<file path="src/rtl/modeline_sequencer_if.sv">
// Bundle of the button, direct-select, frame, table-write and modeline signals
// between the board-side controller (master) and modeline_sequencer (slave).
interface modeline_sequencer_if #(
  parameter int MW = 2,
  parameter int TW = 12
);
  logic          but_next;
  logic          but_prev;
  logic          sel_valid;
  logic [MW-1:0] sel_mode;
  logic          frame_end;
  logic          tbl_we;
  logic [MW-1:0] tbl_mode;
  logic [3:0]    tbl_field;
  logic [TW-1:0] tbl_data;

  logic [MW-1:0] mode_idx;
  logic [MW-1:0] clk_sel;
  logic          vid_reset;
  logic          busy;
  logic [TW-1:0] mline_hdisp;
  logic [TW-1:0] mline_hsyncstart;
  logic [TW-1:0] mline_hsyncend;
  logic [TW-1:0] mline_htotal;
  logic          mline_hsyncinvert;
  logic [TW-1:0] mline_vdisp;
  logic [TW-1:0] mline_vsyncstart;
  logic [TW-1:0] mline_vsyncend;
  logic [TW-1:0] mline_vtotal;
  logic          mline_vsyncinvert;

  modport master (
    output but_next, but_prev, sel_valid, sel_mode, frame_end,
           tbl_we, tbl_mode, tbl_field, tbl_data,
    input  mode_idx, clk_sel, vid_reset, busy,
           mline_hdisp, mline_hsyncstart, mline_hsyncend, mline_htotal, mline_hsyncinvert,
           mline_vdisp, mline_vsyncstart, mline_vsyncend, mline_vtotal, mline_vsyncinvert
  );

  modport slave (
    input  but_next, but_prev, sel_valid, sel_mode, frame_end,
           tbl_we, tbl_mode, tbl_field, tbl_data,
    output mode_idx, clk_sel, vid_reset, busy,
           mline_hdisp, mline_hsyncstart, mline_hsyncend, mline_htotal, mline_hsyncinvert,
           mline_vdisp, mline_vsyncstart, mline_vsyncend, mline_vtotal, mline_vsyncinvert
  );
endinterface

</file>
<file path="src/rtl/modeline_sequencer.sv">
// Glitch-free video mode switcher with a writable modeline table.
// Optional button debounce filter enabled by defining MODESEQ_DEBOUNCE_EN.
module modeline_sequencer #(
  parameter int NUM_MODES       = 4,
  parameter int MW              = 2,
  parameter int TW              = 12,
  parameter int DEBOUNCE_CYCLES = 1000000,
  parameter int SETTLE_CYCLES   = 256,
  parameter int FRAME_TIMEOUT   = 4000000
) (
  input logic                 sys_clk,
  input logic                 sys_reset,
  modeline_sequencer_if.slave bus
);

  typedef enum logic [1:0] {
    S_IDLE = 2'd0,
    S_WAIT = 2'd1,
    S_HOLD = 2'd2
  } state_e;

  localparam int CNT_MAX = (FRAME_TIMEOUT > SETTLE_CYCLES) ? FRAME_TIMEOUT : SETTLE_CYCLES;
  localparam int CW = $clog2(CNT_MAX + 1);
  localparam logic [MW:0]   NUM_M     = (MW + 1)'(NUM_MODES);
  localparam logic [MW-1:0] LAST_MODE = MW'(NUM_MODES - 1);

  // Timing slots 0..3 are horizontal, 4..7 vertical; reset table is 720p.
  function automatic logic [TW-1:0] reset_field(input int unsigned slot);
    case (slot)
      32'd0:   reset_field = TW'(1280);
      32'd1:   reset_field = TW'(1390);
      32'd2:   reset_field = TW'(1430);
      32'd3:   reset_field = TW'(1650);
      32'd4:   reset_field = TW'(720);
      32'd5:   reset_field = TW'(725);
      32'd6:   reset_field = TW'(730);
      32'd7:   reset_field = TW'(750);
      default: reset_field = {TW{1'b0}};
    endcase
  endfunction

  logic [TW-1:0] tbl_q [NUM_MODES][8];
  logic [1:0]    inv_q [NUM_MODES];
  logic          wr_ok_s, wr_inv_s, wr_inv_sel_s;
  logic [2:0]    wr_slot_s;

  state_e        state_q, state_d;
  logic [MW-1:0] tgt_q, tgt_d;
  logic [CW-1:0] cnt_q, cnt_d;
  logic          load_s;

  logic [1:0]    sync1_q, sync2_q, lvl_prev_q, req_btn_q, lvl_s;
  logic          req_s;
  logic [MW-1:0] req_tgt_s;

  logic [MW-1:0] mode_q;
  logic [TW-1:0] mline_q [8];
  logic [1:0]    minv_q;
  logic          busy_q, vres_q;

  // Decode a table write into a timing slot or an invert bit.
  always_comb begin
    wr_ok_s      = 1'b0;
    wr_inv_s     = 1'b0;
    wr_inv_sel_s = 1'b0;
    wr_slot_s    = 3'd0;
    if (bus.tbl_we && ({1'b0, bus.tbl_mode} < NUM_M)) begin
      case (bus.tbl_field)
        4'd0, 4'd1, 4'd2, 4'd3: begin wr_ok_s = 1'b1; wr_slot_s = bus.tbl_field[2:0]; end
        4'd5, 4'd6, 4'd7, 4'd8: begin wr_ok_s = 1'b1; wr_slot_s = 3'(bus.tbl_field - 4'd1); end
        4'd4:    begin wr_inv_s = 1'b1; wr_inv_sel_s = 1'b0; end
        4'd9:    begin wr_inv_s = 1'b1; wr_inv_sel_s = 1'b1; end
        default: wr_ok_s = 1'b0;
      endcase
    end else begin
      wr_ok_s = 1'b0;
    end
  end

  // Modeline table storage.
  always_ff @(posedge sys_clk) begin
    if (sys_reset) begin
      for (int m = 0; m < NUM_MODES; m++) begin
        for (int s = 0; s < 8; s++) tbl_q[m][s] <= reset_field(s);
        inv_q[m] <= 2'b00;
      end
    end else if (wr_ok_s) begin
      tbl_q[bus.tbl_mode][wr_slot_s] <= bus.tbl_data;
    end else if (wr_inv_s) begin
      inv_q[bus.tbl_mode][wr_inv_sel_s] <= bus.tbl_data[0];
    end
  end

  // Button synchroniser and rising-edge detector; bit 0 next, bit 1 prev.
  always_ff @(posedge sys_clk) begin
    if (sys_reset) begin
      sync1_q    <= 2'b00;
      sync2_q    <= 2'b00;
      lvl_prev_q <= 2'b00;
      req_btn_q  <= 2'b00;
    end else begin
      sync1_q    <= {bus.but_prev, bus.but_next};
      sync2_q    <= sync1_q;
      lvl_prev_q <= lvl_s;
      req_btn_q  <= lvl_s & ~lvl_prev_q;
    end
  end

`ifdef MODESEQ_DEBOUNCE_EN
  localparam int DCW = $clog2(DEBOUNCE_CYCLES + 1);
  logic [1:0]     deb_lvl_q;
  logic [DCW-1:0] deb_cnt_q [2];

  // A level is accepted only after differing from the filtered level for DEBOUNCE_CYCLES.
  always_ff @(posedge sys_clk) begin
    if (sys_reset) begin
      deb_lvl_q <= 2'b00;
      for (int b = 0; b < 2; b++) deb_cnt_q[b] <= {DCW{1'b0}};
    end else begin
      for (int b = 0; b < 2; b++) begin
        if (sync2_q[b] == deb_lvl_q[b]) begin
          deb_cnt_q[b] <= {DCW{1'b0}};
        end else if (deb_cnt_q[b] == DCW'(DEBOUNCE_CYCLES - 1)) begin
          deb_lvl_q[b] <= sync2_q[b];
          deb_cnt_q[b] <= {DCW{1'b0}};
        end else begin
          deb_cnt_q[b] <= deb_cnt_q[b] + DCW'(1);
        end
      end
    end
  end

  assign lvl_s = deb_lvl_q;
`else
  assign lvl_s = sync2_q;
`endif

  // Request arbitration: valid direct select, then next, then prev.
  always_comb begin
    req_s     = 1'b0;
    req_tgt_s = mode_q;
    if (bus.sel_valid && ({1'b0, bus.sel_mode} < NUM_M) && (bus.sel_mode != mode_q)) begin
      req_s     = 1'b1;
      req_tgt_s = bus.sel_mode;
    end else if ((NUM_MODES > 1) && req_btn_q[0]) begin
      req_s     = 1'b1;
      req_tgt_s = (mode_q == LAST_MODE) ? {MW{1'b0}} : mode_q + MW'(1);
    end else if ((NUM_MODES > 1) && req_btn_q[1]) begin
      req_s     = 1'b1;
      req_tgt_s = (mode_q == {MW{1'b0}}) ? LAST_MODE : mode_q - MW'(1);
    end else begin
      req_s = 1'b0;
    end
  end

  // Switch sequencing next-state logic.
  always_comb begin
    state_d = state_q;
    tgt_d   = tgt_q;
    cnt_d   = cnt_q;
    case (state_q)
      S_IDLE: begin
        cnt_d = {CW{1'b0}};
        if (req_s) begin
          tgt_d   = req_tgt_s;
          state_d = S_WAIT;
        end else begin
          state_d = S_IDLE;
        end
      end
      S_WAIT: begin
        if (bus.frame_end || (cnt_q == CW'(FRAME_TIMEOUT - 1))) begin
          state_d = S_HOLD;
          cnt_d   = {CW{1'b0}};
        end else begin
          cnt_d = cnt_q + CW'(1);
        end
      end
      S_HOLD: begin
        if (cnt_q == CW'(SETTLE_CYCLES - 1)) begin
          state_d = S_IDLE;
          cnt_d   = {CW{1'b0}};
        end else begin
          cnt_d = cnt_q + CW'(1);
        end
      end
      default: begin
        state_d = S_IDLE;
        cnt_d   = {CW{1'b0}};
      end
    endcase
  end

  assign load_s = (state_q == S_WAIT) && (state_d == S_HOLD);

  // Sequencer state register; reset parks in HOLD targeting mode 0.
  always_ff @(posedge sys_clk) begin
    if (sys_reset) begin
      state_q <= S_HOLD;
      tgt_q   <= {MW{1'b0}};
      cnt_q   <= {CW{1'b0}};
    end else begin
      state_q <= state_d;
      tgt_q   <= tgt_d;
      cnt_q   <= cnt_d;
    end
  end

  // Registered outputs; the modeline and clock select only move on HOLD entry.
  always_ff @(posedge sys_clk) begin
    if (sys_reset) begin
      mode_q <= {MW{1'b0}};
      for (int k = 0; k < 8; k++) mline_q[k] <= reset_field(k);
      minv_q <= 2'b00;
      busy_q <= 1'b1;
      vres_q <= 1'b1;
    end else begin
      busy_q <= (state_d != S_IDLE);
      vres_q <= (state_d == S_HOLD);
      if (load_s) begin
        mode_q <= tgt_q;
        for (int k = 0; k < 8; k++) mline_q[k] <= tbl_q[tgt_q][k];
        minv_q <= inv_q[tgt_q];
      end
    end
  end

  assign bus.mode_idx          = mode_q;
  assign bus.clk_sel           = mode_q;
  assign bus.busy              = busy_q;
  assign bus.vid_reset         = vres_q;
  assign bus.mline_hdisp       = mline_q[0];
  assign bus.mline_hsyncstart  = mline_q[1];
  assign bus.mline_hsyncend    = mline_q[2];
  assign bus.mline_htotal      = mline_q[3];
  assign bus.mline_vdisp       = mline_q[4];
  assign bus.mline_vsyncstart  = mline_q[5];
  assign bus.mline_vsyncend    = mline_q[6];
  assign bus.mline_vtotal      = mline_q[7];
  assign bus.mline_hsyncinvert = minv_q[0];
  assign bus.mline_vsyncinvert = minv_q[1];

endmodule

</file>
<file path="src/flat_wrapper.sv">
// flat-port wrapper written by rule: the top's interface ports become plain ports
module modeline_sequencer_flat 
#(
  parameter int NUM_MODES       = 4,
  parameter int MW              = 2,
  parameter int TW              = 12,
  parameter int DEBOUNCE_CYCLES = 1000000,
  parameter int SETTLE_CYCLES   = 256,
  parameter int FRAME_TIMEOUT   = 4000000
)
  (sys_clk, sys_reset, bus_but_next, bus_but_prev, bus_sel_valid, bus_sel_mode, bus_frame_end, bus_tbl_we, bus_tbl_mode, bus_tbl_field, bus_tbl_data, bus_mode_idx, bus_clk_sel, bus_vid_reset, bus_busy, bus_mline_hdisp, bus_mline_hsyncstart, bus_mline_hsyncend, bus_mline_htotal, bus_mline_hsyncinvert, bus_mline_vdisp, bus_mline_vsyncstart, bus_mline_vsyncend, bus_mline_vtotal, bus_mline_vsyncinvert);
  modeline_sequencer_if #(.MW(MW), .TW(TW)) bus_i ();
  input logic sys_clk;
  input logic sys_reset;
  input wire logic [$bits(bus_i.but_next)-1:0] bus_but_next;
  input wire logic [$bits(bus_i.but_prev)-1:0] bus_but_prev;
  input wire logic [$bits(bus_i.sel_valid)-1:0] bus_sel_valid;
  input wire logic [$bits(bus_i.sel_mode)-1:0] bus_sel_mode;
  input wire logic [$bits(bus_i.frame_end)-1:0] bus_frame_end;
  input wire logic [$bits(bus_i.tbl_we)-1:0] bus_tbl_we;
  input wire logic [$bits(bus_i.tbl_mode)-1:0] bus_tbl_mode;
  input wire logic [$bits(bus_i.tbl_field)-1:0] bus_tbl_field;
  input wire logic [$bits(bus_i.tbl_data)-1:0] bus_tbl_data;
  output wire logic [$bits(bus_i.mode_idx)-1:0] bus_mode_idx;
  output wire logic [$bits(bus_i.clk_sel)-1:0] bus_clk_sel;
  output wire logic [$bits(bus_i.vid_reset)-1:0] bus_vid_reset;
  output wire logic [$bits(bus_i.busy)-1:0] bus_busy;
  output wire logic [$bits(bus_i.mline_hdisp)-1:0] bus_mline_hdisp;
  output wire logic [$bits(bus_i.mline_hsyncstart)-1:0] bus_mline_hsyncstart;
  output wire logic [$bits(bus_i.mline_hsyncend)-1:0] bus_mline_hsyncend;
  output wire logic [$bits(bus_i.mline_htotal)-1:0] bus_mline_htotal;
  output wire logic [$bits(bus_i.mline_hsyncinvert)-1:0] bus_mline_hsyncinvert;
  output wire logic [$bits(bus_i.mline_vdisp)-1:0] bus_mline_vdisp;
  output wire logic [$bits(bus_i.mline_vsyncstart)-1:0] bus_mline_vsyncstart;
  output wire logic [$bits(bus_i.mline_vsyncend)-1:0] bus_mline_vsyncend;
  output wire logic [$bits(bus_i.mline_vtotal)-1:0] bus_mline_vtotal;
  output wire logic [$bits(bus_i.mline_vsyncinvert)-1:0] bus_mline_vsyncinvert;
  assign bus_i.but_next = bus_but_next;
  assign bus_i.but_prev = bus_but_prev;
  assign bus_i.sel_valid = bus_sel_valid;
  assign bus_i.sel_mode = bus_sel_mode;
  assign bus_i.frame_end = bus_frame_end;
  assign bus_i.tbl_we = bus_tbl_we;
  assign bus_i.tbl_mode = bus_tbl_mode;
  assign bus_i.tbl_field = bus_tbl_field;
  assign bus_i.tbl_data = bus_tbl_data;
  assign bus_mode_idx = bus_i.mode_idx;
  assign bus_clk_sel = bus_i.clk_sel;
  assign bus_vid_reset = bus_i.vid_reset;
  assign bus_busy = bus_i.busy;
  assign bus_mline_hdisp = bus_i.mline_hdisp;
  assign bus_mline_hsyncstart = bus_i.mline_hsyncstart;
  assign bus_mline_hsyncend = bus_i.mline_hsyncend;
  assign bus_mline_htotal = bus_i.mline_htotal;
  assign bus_mline_hsyncinvert = bus_i.mline_hsyncinvert;
  assign bus_mline_vdisp = bus_i.mline_vdisp;
  assign bus_mline_vsyncstart = bus_i.mline_vsyncstart;
  assign bus_mline_vsyncend = bus_i.mline_vsyncend;
  assign bus_mline_vtotal = bus_i.mline_vtotal;
  assign bus_mline_vsyncinvert = bus_i.mline_vsyncinvert;
  modeline_sequencer #(.NUM_MODES(NUM_MODES), .MW(MW), .TW(TW), .DEBOUNCE_CYCLES(DEBOUNCE_CYCLES), .SETTLE_CYCLES(SETTLE_CYCLES), .FRAME_TIMEOUT(FRAME_TIMEOUT)) u_core (.sys_clk(sys_clk), .sys_reset(sys_reset), .bus(bus_i));
endmodule
</file>
<file path="config.mk">
export PLATFORM = sky130hd
export DESIGN_NAME = modeline_sequencer_flat
export DESIGN_NICKNAME = d
export VERILOG_FILES = /design/src/rtl/modeline_sequencer_if.sv /design/src/rtl/modeline_sequencer.sv /design/src/flat_wrapper.sv
export SDC_FILE = /design/constraint.sdc
export NUM_CORES = 1
export LEC_CHECK = 0
export ABC_AREA = 1
export CORE_UTILIZATION = 35
export CTS_CLUSTER_SIZE = 10
export DETAILED_ROUTE_END_ITERATION = 7
export PLACE_DENSITY = 0.54
export RECOVER_POWER = 25
export SYNTH_ARGS = -nofsm -noshare
export SYNTH_HDL_FRONTEND = slang
export SYNTH_SLANG_ARGS = --single-unit
export TNS_END_PERCENT = 50
</file>
<file path="constraint.sdc">
create_clock -name sys_clk -period 12.7 [get_ports sys_clk]
set_input_delay 1.27 -clock sys_clk [delete_from_list [all_inputs] [get_ports sys_clk]]
set_output_delay 1.27 -clock sys_clk [all_outputs]
set_load 0.02 [all_outputs]
</file>
==> results of run 1 <==
## metrics by stage
step	std cells	setup slack, ns	util [%]
after floorplan	2043	8.05	-
after global placement	2907	7.61	38.6
after detailed placement	2907	7.59	38.6
after CTS	2985	8.24	41.1
after global routing	2985	4.73	40.9
final	2985	5.32	40.9
## synth_stat cells, types with 2 or more instances
library cell and count:
nand2_1 536, edfxtp_1 488, nor2_1 382, clkbuf_1 105, a21oi_1 93, inv_1 88
a32o_1 72, o21ai_0 50, dfxtp_1 42, o211ai_1 28, nand3_1 25, inv_2 16
or2_2 14, nor2_4 12, ha_1 11, nand3_2 11, nor3_1 11, buf_2 8
nand4_1 7, xor2_1 7, buf_1 6, buf_4 6, nor2_2 4, nor3b_1 3
xnor2_1 3, nand2_4 2, o22ai_1 2
## sequential cells by signal (all words and copies together), names as in the netlist, named ones only
name                  flops
u_core.inv_q              8
u_core.bus.busy           1
u_core.minv_q             2
u_core.cnt_q             22
u_core.bus.vid_reset      1
u_core.state_q            2
u_core.bus.clk_sel        2
u_core.lvl_prev_q         2
u_core.mline_q           96
u_core.tgt_q              2
u_core.tbl_q            384
u_core.lvl_s              2
u_core.req_btn_q          2
u_core.sync1_q            2
## power by group through the flow
stage | combinational (W) | sequential, W | clock (W)
final | 0.000482 | 0.00203 | 0.00150
after global routing | 0.000522 | 0.00204 | 0.00159
after global placement | 0.000484 | 0.00206 | 0
after floorplan | 0.000283 | 0.00208 | 0
after detailed placement | 0.000486 | 0.00207 | 0
after CTS | 0.000488 | 0.00203 | 0.00153
## layout make-up
class                      count  area share [%]
clock buffer                  78            6.19
tap                          846            4.09
multi-input combinational   1283            22.9
timing repair buffer         143            5.35
inverter                     105            1.54
sequential                   530            59.9
## cells by family (layout without fill, tap and decap cells)
logic type,after synthesis,after routing,share of synthesized area (%)
fa+ha+maj,11,11,0.614
xor+xnor,10,10,0.391
simple gates,1009,1009,18.2
flops,530,530,69.1
compound gates,253,253,7.69
buf+inv,230,326,3.99
## per-layer routing
| metal | GRT usage [%] | vias up | wire [um] |
|---|---|---|---|
| met5 | 0 | - | 0 |
| met4 | 6.81 | 0 | 2040 |
| met3 | 2.72 | 107 | 2840 |
| met2 | 30.1 | 419 | 27900 |
| met1 | 23.9 | 7418 | 26100 |
| li1 | - | 7130 | - |
## critical path, cell delays in order
cell	delay, ns
dlygate4sd3_1	0.53
clkbuf_1	0.47
inv_1	0.61
clkbuf_1	2.10
nand2_1	0.34
nor3_2	0.27
clkbuf_1	0.77
nand3_1	0.55
nand2_1	0.64
## final timing paths
path                        startpoint               endpoint  slack [ns]  cells past startpoint
hold / removal    u_core.lvl_prev_q[1]    u_core.req_btn_q[1]        0.40                      1
setup / recovery             sys_reset    u_core.tbl_q[0][24]        5.32                      9
setup reg to reg              register  u_core.mline_q[1][33]        6.42                      5
hold reg to reg   u_core.lvl_prev_q[1]    u_core.req_btn_q[1]        0.40                      1
==> impl_metrics.ini, run 1 <==
[sta]
hold_viol_final = 0
worst_pin_slew_ns = 4.61
tns_ns = 0
rsz0062_at_grt = false
slew_viol_final = 193
setup_violations = 0
layout_min_cycle_time_ns = 7.38
post-route-period-util_pct = 58.1
fin_skew_ns = 0.0110
whs_ns = 0.397
clock.fmax_mhz = 135
relSlewSlack_pct = -207

[clocking]
cts_setup_buffers = 0
cts-root-buf = clkbuf_16
holdBufCountCts = 0
cts_sinks = 530
numCtsBuffers = 59
cts_resized = 0
clk_latency_ns = 0.61
clk_pin_slew_ns = 0.06
cts_tree = done
clockBufferDepth = 3
h-tree-depth = 2

[critical_path]
cp.required_ns = 12.93
path_max_fanout = 53
crit_arrival_ns = 7.61
crit_path_end_kind = register
cp-start-kind = input pin
path_class = in -> reg

[layout]
final_cell_area_sq_um = 25900
area_growth_pct = 15.3
layout_commonest_cell = nand2_1
multiInputGateArea_sq_um = 5930
fillers = 6007
final_cell_mix = nand2_1, edfxtp_1, nor2_1, dlygate4sd3_1, a21oi_1
seq_area_sq_um = 15500
nNetsFinal = 2160
final_layout_size_suffix_gt1_share_pct = 5.89
num_antenna_cells = 0

[global_route]
grt_antenna_before_repair = 0
overflow = 0
grt_first_pass_wirelength_um = 88300
grt_pass1_vias = 14800
grt_max_degree = 109
groute.usage.overall_pct = 18.1

[die]
pin_count = 131
die_w_um = 255
core_sq_um = 63200
start_util_pct = 35.5
die_h_um = 255
rows = 92
dieArea_sq_um = 65100

[placed_design]
place_area_sq_um = 24400
gp_congestion = 0.812
place_hpwl_um = 36800
port_buffers = 130

[run_status]
outcome = finished, violations left
violations = capacitance limit, slew limit

[power]
p_comb_share_pct = 12.0
p_seq_share_pct = 50.6
total_power_w = 0.00401
p_switching_w = 0.00101
leakagePower_nw = 9.23
p_int_w = 0.00300
power.density_nw_per_um2 = 155
ir_drop_uv = 87.8
power_frac_clock_pct = 37.4
swShare_pct = 25.2

[synthesis]
synthCells = 2043
ys_types = 38
synth_top_cell_by_area = edfxtp_1
syn_nets = 2081
ys.flop_type = edfxtp_1
syn_avg_cell_area_sq_um = 11.0
synth-seq-cells = 530
yosysSeqAreaShare_pct = 69.1
synth_area_leaders = edfxtp_1, nand2_1, nor2_1, dfxtp_1, a32o_1
synth_edf_count = 488
synth_warnings = 0
ys_async_sr_fraction_pct = 0
synth_top_area_share_pct = 65.3
synthesis.area_sq_um = 22400

[detailed_routing]
dr.pass1.iters = 5
vias = 15100
wirelength_um = 58900
drc = 0
drt-initial-drc-count = 1303
wl_per_cell_um = 19.7
final_antenna_net_count = 0
avgViaCountPerCell = 5.05

[hold_path]
hold_path_class = reg -> reg

[job]
maxCapViolations = 3
Note: power is estimated with default switching activity, not from simulation.
==> run 2: changes to the inputs <==
--- a/config.mk
+++ b/config.mk
@@ -9,7 +9,7 @@
 export CORE_UTILIZATION = 35
 export CTS_CLUSTER_SIZE = 10
 export DETAILED_ROUTE_END_ITERATION = 7
-export PLACE_DENSITY = 0.54
+export PLACE_DENSITY = 0.55
 export RECOVER_POWER = 25
 export SYNTH_ARGS = -nofsm -noshare
 export SYNTH_HDL_FRONTEND = slang
==> constraint.sdc (replaced) <==
create_clock -name sys_clk -period 6.64 [get_ports sys_clk]
set_input_delay 0.664 -clock sys_clk [delete_from_list [all_inputs] [get_ports sys_clk]]
set_output_delay 0.664 -clock sys_clk [all_outputs]
set_load 0.02 [all_outputs]
==> run 2 against run 1 <==
Net effect:
- the flow now finishes without violations
- sequential power grew 91%
- count of clock-buffer cells in the layout down 2
- combinational power is 87% higher
- clock power up 93%
- utilization is 0.051 points higher
- critical endpoint is now u_core.mline_q[0][8]
- largest power group unchanged
- highest routed layer unchanged
==> impl_metrics.ini, run 2 (synthesized netlist as in run 1, its figures left out) <==
[run_status]
outcome = finished, final reports clean

[global_route]
grt_max_degree = 93
grt_antenna_before_repair = 0
grt_pass1_vias = 14700
groute.usage.overall_pct = 17.9
grt_first_pass_wirelength_um = 87900
overflow = 0

[sta]
worst_pin_slew_ns = 1.44
slew_viol_final = 0
setup_violations = 0
hold_viol_final = 0
post-route-period-util_pct = 71.1
clock.fmax_mhz = 212
rsz0062_at_grt = false
worst_slack_ns = 1.92
relSlewSlack_pct = 3.73
tns_ns = 0
fin_skew_ns = 0.0213
layout_min_cycle_time_ns = 4.72

[layout]
fillers = 5980
num_antenna_cells = 0
layout_commonest_cell = nand2_1
area_growth_pct = 15.5
largest-register = u_core.tbl_q
final_cell_mix = nand2_1, edfxtp_1, nor2_1, dlygate4sd3_1, a21oi_1
finalNonFillerCells = 2990
final_layout_size_suffix_gt1_share_pct = 5.88
top_regs = u_core.tbl_q (384), u_core.mline_q (96), u_core.cnt_q (22)
nNetsFinal = 2164
largest_reg_flops = 384

[critical_path]
worstPathCellList = dlygate4sd3_1 -> clkbuf_1 -> inv_1 -> nand3_2 -> inv_2 -> nand2_1
slowest_delay_ns = 1.23
path_max_fanout = 42
cp-start-kind = input pin
cp.required_ns = 6.96
r2r-start = u_core.cnt_q[0]
crit_path_end_kind = register
worst_path_max_delay_cell = inv_1
worstSetupStartpoint = sys_reset
crit_arrival_ns = 5.04
path_class = in -> reg

[clocking]
cts_sinks = 530
cts_tree = done
cts_resized = 0
h-tree-depth = 2
clk_pin_slew_ns = 0.06
numCtsBuffers = 60
cts_setup_buffers = 0
clockBufferDepth = 3
cts-root-buf = clkbuf_16
holdBufCountCts = 0
clk_latency_ns = 0.62

[placed_design]
gp_congestion = 0.785
place_hpwl_um = 36600
pre_cts_ws_ns = 2.33
place_inst = 2910
port_buffers = 130

[die]
pin_count = 131
rows = 92
start_util_pct = 35.5
core_sq_um = 63200
die_w_um = 255
die_h_um = 255
dieArea_sq_um = 65100

[hold_path]
hold_path_class = reg -> reg
min-delay-start = u_core.lvl_prev_q[0]

[power]
ir_drop_uv = 153
leakagePower_nw = 9.26
total_power_w = 0.00766
power.density_nw_per_um2 = 296

[detailed_routing]
avgViaCountPerCell = 5.04
wirelength_um = 58100
final_antenna_net_count = 0
dr.pass1.iters = 5
drc = 0
vias = 15100
drt-initial-drc-count = 1571
wl_per_cell_um = 19.4

[job]
maxCapViolations = 0
run 2: cell count changes in the layout (fill, tap and decap cells not counted), sizes merged:
cell      delta
clkbuf       -5
clkinv       +5
clkinvlp     -1
buf          +6
run 2: report_power, final:
group	switching [W]	internal, W	leakage [nW]
sequential	0.0000562	0.00382	5.03
clock	0.00125	0.00164	0.786
combinational	0.000634	0.000267	3.45
total	0.00194	0.00573	9.26
run 2: worst paths after layout:
check,to,slack [ns],cells after the start
worst min register to register,u_core.req_btn_q[0],0.40,1
worst max-delay path,u_core.mline_q[0][8],1.92,6
worst min-delay path,u_core.req_btn_q[0],0.40,1
worst max register to register,u_core.mline_q[0][8],2.83,14
run 2: final cells by class:
cell class | count | area [sq um] | share of cell area (%)
Clock inverter | 4 | 17.5 | 0.0676
Sequential cell | 530 | 15500 | 59.8
Timing Repair Buffer | 146 | 1420 | 5.47
Inverter | 105 | 399 | 1.54
Multi-Input combinational cell | 1283 | 5920 | 22.8
Tap cell | 846 | 1060 | 4.09
Clock buffer | 76 | 1590 | 6.15
run 2: routing by layer:
layer / track usage [%] / up-vias / wire [um]
li1: - / 7136 / -
met1: 23.6 / 7405 / 25300
met2: 30.4 / 433 / 28500
met3: 2.40 / 103 / 2760
met4: 5.89 / 0 / 1560
met5: 0 / - / 0
run 2: metrics by stage:
stage | utilization, % | hold WS, ns | cell area, sq um
finish | 41.0 | 0.404 | 25900
global route | 41.0 | 0.407 | 25900
CTS | 41.2 | 0.403 | 26000
detailed placement | 38.6 | 0.391 | 24400
global placement | 38.6 | 0.387 | 24400
floorplan | - | 0.373 | 22400
run 2: critical path: cells and delay by family:
family | cells | cell delay, ns
and+or+nand+nor | 2 | 1.15
buffers and inverters | 4 | 3.16
==> run 3: changes to the inputs <==
--- a/config.mk
+++ b/config.mk
@@ -9,7 +9,7 @@
 export CORE_UTILIZATION = 35
 export CTS_CLUSTER_SIZE = 10
 export DETAILED_ROUTE_END_ITERATION = 7
-export PLACE_DENSITY = 0.55
+export PLACE_DENSITY = 0.54
 export RECOVER_POWER = 25
 export SYNTH_ARGS = -nofsm -noshare
 export SYNTH_HDL_FRONTEND = slang
==> constraint.sdc (replaced) <==
create_clock -name sys_clk -period 4.89 [get_ports sys_clk]
set_input_delay 0.489 -clock sys_clk [delete_from_list [all_inputs] [get_ports sys_clk]]
set_output_delay 0.489 -clock sys_clk [all_outputs]
set_load 0.02 [all_outputs]
==> run 3 against run 2 <==
Net effect:
- the flow now finishes with violations (capacitance limit, slew limit)
- global-route usage up 0.60 points
- worst setup slack worse by 0.92 ns
- sequential share of layout area down 0.29 points
- register-to-register slack worse by 1.6 ns
- hold slack worse by 0.011 ns
- critical path depth up 5
- non-clock buffer count up 1
- critical endpoint is now u_core.tbl_q[3][22]
- largest cell class unchanged
- largest power group unchanged
==> impl_metrics.ini, run 3 (synthesized netlist as in run 1, its figures left out) <==
[placed_design]
pre_cts_ws_ns = 0.993
port_buffers = 130
place_inst = 2911
gp_congestion = 0.820
place_hpwl_um = 37300

[layout]
nNetsFinal = 2166
area_growth_pct = 16.0
largest_reg_flops = 384
finalNonFillerCells = 2992
top_regs = u_core.tbl_q (384), u_core.mline_q (96), u_core.cnt_q (22)
layout_commonest_cell = nand2_1
largest-register = u_core.tbl_q
num_antenna_cells = 0
fillers = 6019
final_layout_size_suffix_gt1_share_pct = 6.38
final_cell_mix = nand2_1, edfxtp_1, nor2_1, dlygate4sd3_1, a21oi_1

[detailed_routing]
avgViaCountPerCell = 5.10
wl_per_cell_um = 20.0
dr.pass1.iters = 5
final_antenna_net_count = 0
drc = 0
wirelength_um = 59900
vias = 15300
drt-initial-drc-count = 1377

[sta]
slew_viol_final = 76
fin_skew_ns = 0.0245
setup_violations = 0
layout_min_cycle_time_ns = 3.89
rsz0062_at_grt = false
hold_viol_final = 0
post-route-period-util_pct = 79.5
clock.fmax_mhz = 257
worst_pin_slew_ns = 3.19
relSlewSlack_pct = -113
worst_slack_ns = 1.00
tns_ns = 0
whs_ns = 0.392

[die]
dieArea_sq_um = 65100
start_util_pct = 35.5
pin_count = 131
die_h_um = 255
die_w_um = 255
core_sq_um = 63200
rows = 92

[critical_path]
path_max_fanout = 21
worstSetupStartpoint = sys_reset
crit_path_end_kind = register
cp_common_cell = nand2_1
cp-start-kind = input pin
path_class = in -> reg
slowest_delay_ns = 0.57
path_delay_family = buffers and inverters
worstPathCellList = dlygate4sd3_1 -> clkbuf_1 -> inv_2 -> nand2_1 -> nor2_1 -> nand2_1 -> inv_1 -> nand2_1 -> nor2_1 -> inv_1 -> nand2_1
r2r_end = u_core.mline_q[1][40]
crit_arrival_ns = 4.15
regToRegSetupSlack_ns = 1.20
ff2ff_path_depth = 5
path_buf_inv = 5
cp.required_ns = 5.15
worst_path_max_delay_cell = inv_2

[clocking]
clk_latency_ns = 0.63
numCtsBuffers = 61
cts_tree = done
cts_sinks = 530
holdBufCountCts = 0
cts_setup_buffers = 0
clockBufferDepth = 3
cts-root-buf = clkbuf_16
h-tree-depth = 2
cts_resized = 0
clk_pin_slew_ns = 0.06

[power]
power.density_nw_per_um2 = 405
p_seq_share_pct = 50.0
swShare_pct = 25.5
power_frac_clock_pct = 38.3
p_switching_w = 0.00269
p_comb_share_pct = 11.7
ir_drop_uv = 237
leakagePower_nw = 9.30
p_int_w = 0.00785

[global_route]
grt_antenna_before_repair = 1
groute.usage.overall_pct = 18.5
overflow = 0
grt_pass1_vias = 15100
grt_first_pass_wirelength_um = 89900
grt_max_degree = 114

[hold_path]
hold_path_class = reg -> reg
whs_endpoint = u_core.req_btn_q[1]
min-delay-start = u_core.lvl_prev_q[1]
min_path_cells = 1

[job]
maxCapViolations = 1

[run_status]
outcome = finished, violations left
violations = capacitance limit, slew limit
## run 3: power by group through the flow
| stage | clock [W] | combinational (W) | sequential, W |
|---|---|---|---|
| floorplan | 0 | 0.000736 | 0.00539 |
| finish | 0.00404 | 0.00123 | 0.00527 |
| detailed placement | 0 | 0.00125 | 0.00537 |
| CTS | 0.00413 | 0.00126 | 0.00527 |
| global placement | 0 | 0.00125 | 0.00536 |
| global route | 0.00429 | 0.00134 | 0.00529 |
## run 3: layer usage
layer  vias up  track usage, %  share of wire [%]
met5         -               0              0.022
met4         2            7.08                3.0
met3       105            2.92                6.0
met2       513            31.2                 49
met1      7521            23.9                 42
li1       7128               -                  -
## run 3: metrics by stage
| step | util, % | total power, W | area [sq um] |
|---|---|---|---|
| after detailed placement | 38.7 | 0.00662 | 24500 |
| after global placement | 38.7 | 0.00661 | 24500 |
| after global routing | 41.2 | 0.0109 | 26000 |
| after CTS | 41.3 | 0.0107 | 26100 |
| final | 41.2 | 0.0105 | 26000 |
| after floorplan | - | 0.00613 | 22400 |
## run 3: worst reg2reg max path: stages (launching register included)
cell      delay [ns]
dfxtp_4         0.43
clkbuf_1        2.28
nor2_1          0.15
nor2_1          0.17
o21ai_0         0.10
a21oi_1         0.35
## run 3: how the worst max path moves through the flow
stage | cells past startpoint | endpoint
final | 11 | u_core.tbl_q[3][22]
after global routing | 5 | u_core.mline_q[1][46]
after CTS | 12 | u_core.tbl_q[0][87]
after detailed placement | 12 | u_core.tbl_q[0][84]
after global placement | 12 | u_core.tbl_q[0][89]
after floorplan | 13 | u_core.mline_q[0][0]
## run 3: final cells by class
cell class / count / area [sq um] / area share [%]
Clock buffer: 69 / 1580 / 6.06
Clock inverter: 12 / 86.3 / 0.332
Inverter: 105 / 399 / 1.53
Multi-Input combinational cell: 1283 / 5960 / 22.9
Sequential cell: 530 / 15500 / 59.5
Tap cell: 846 / 1060 / 4.07
Timing Repair Buffer: 147 / 1450 / 5.56
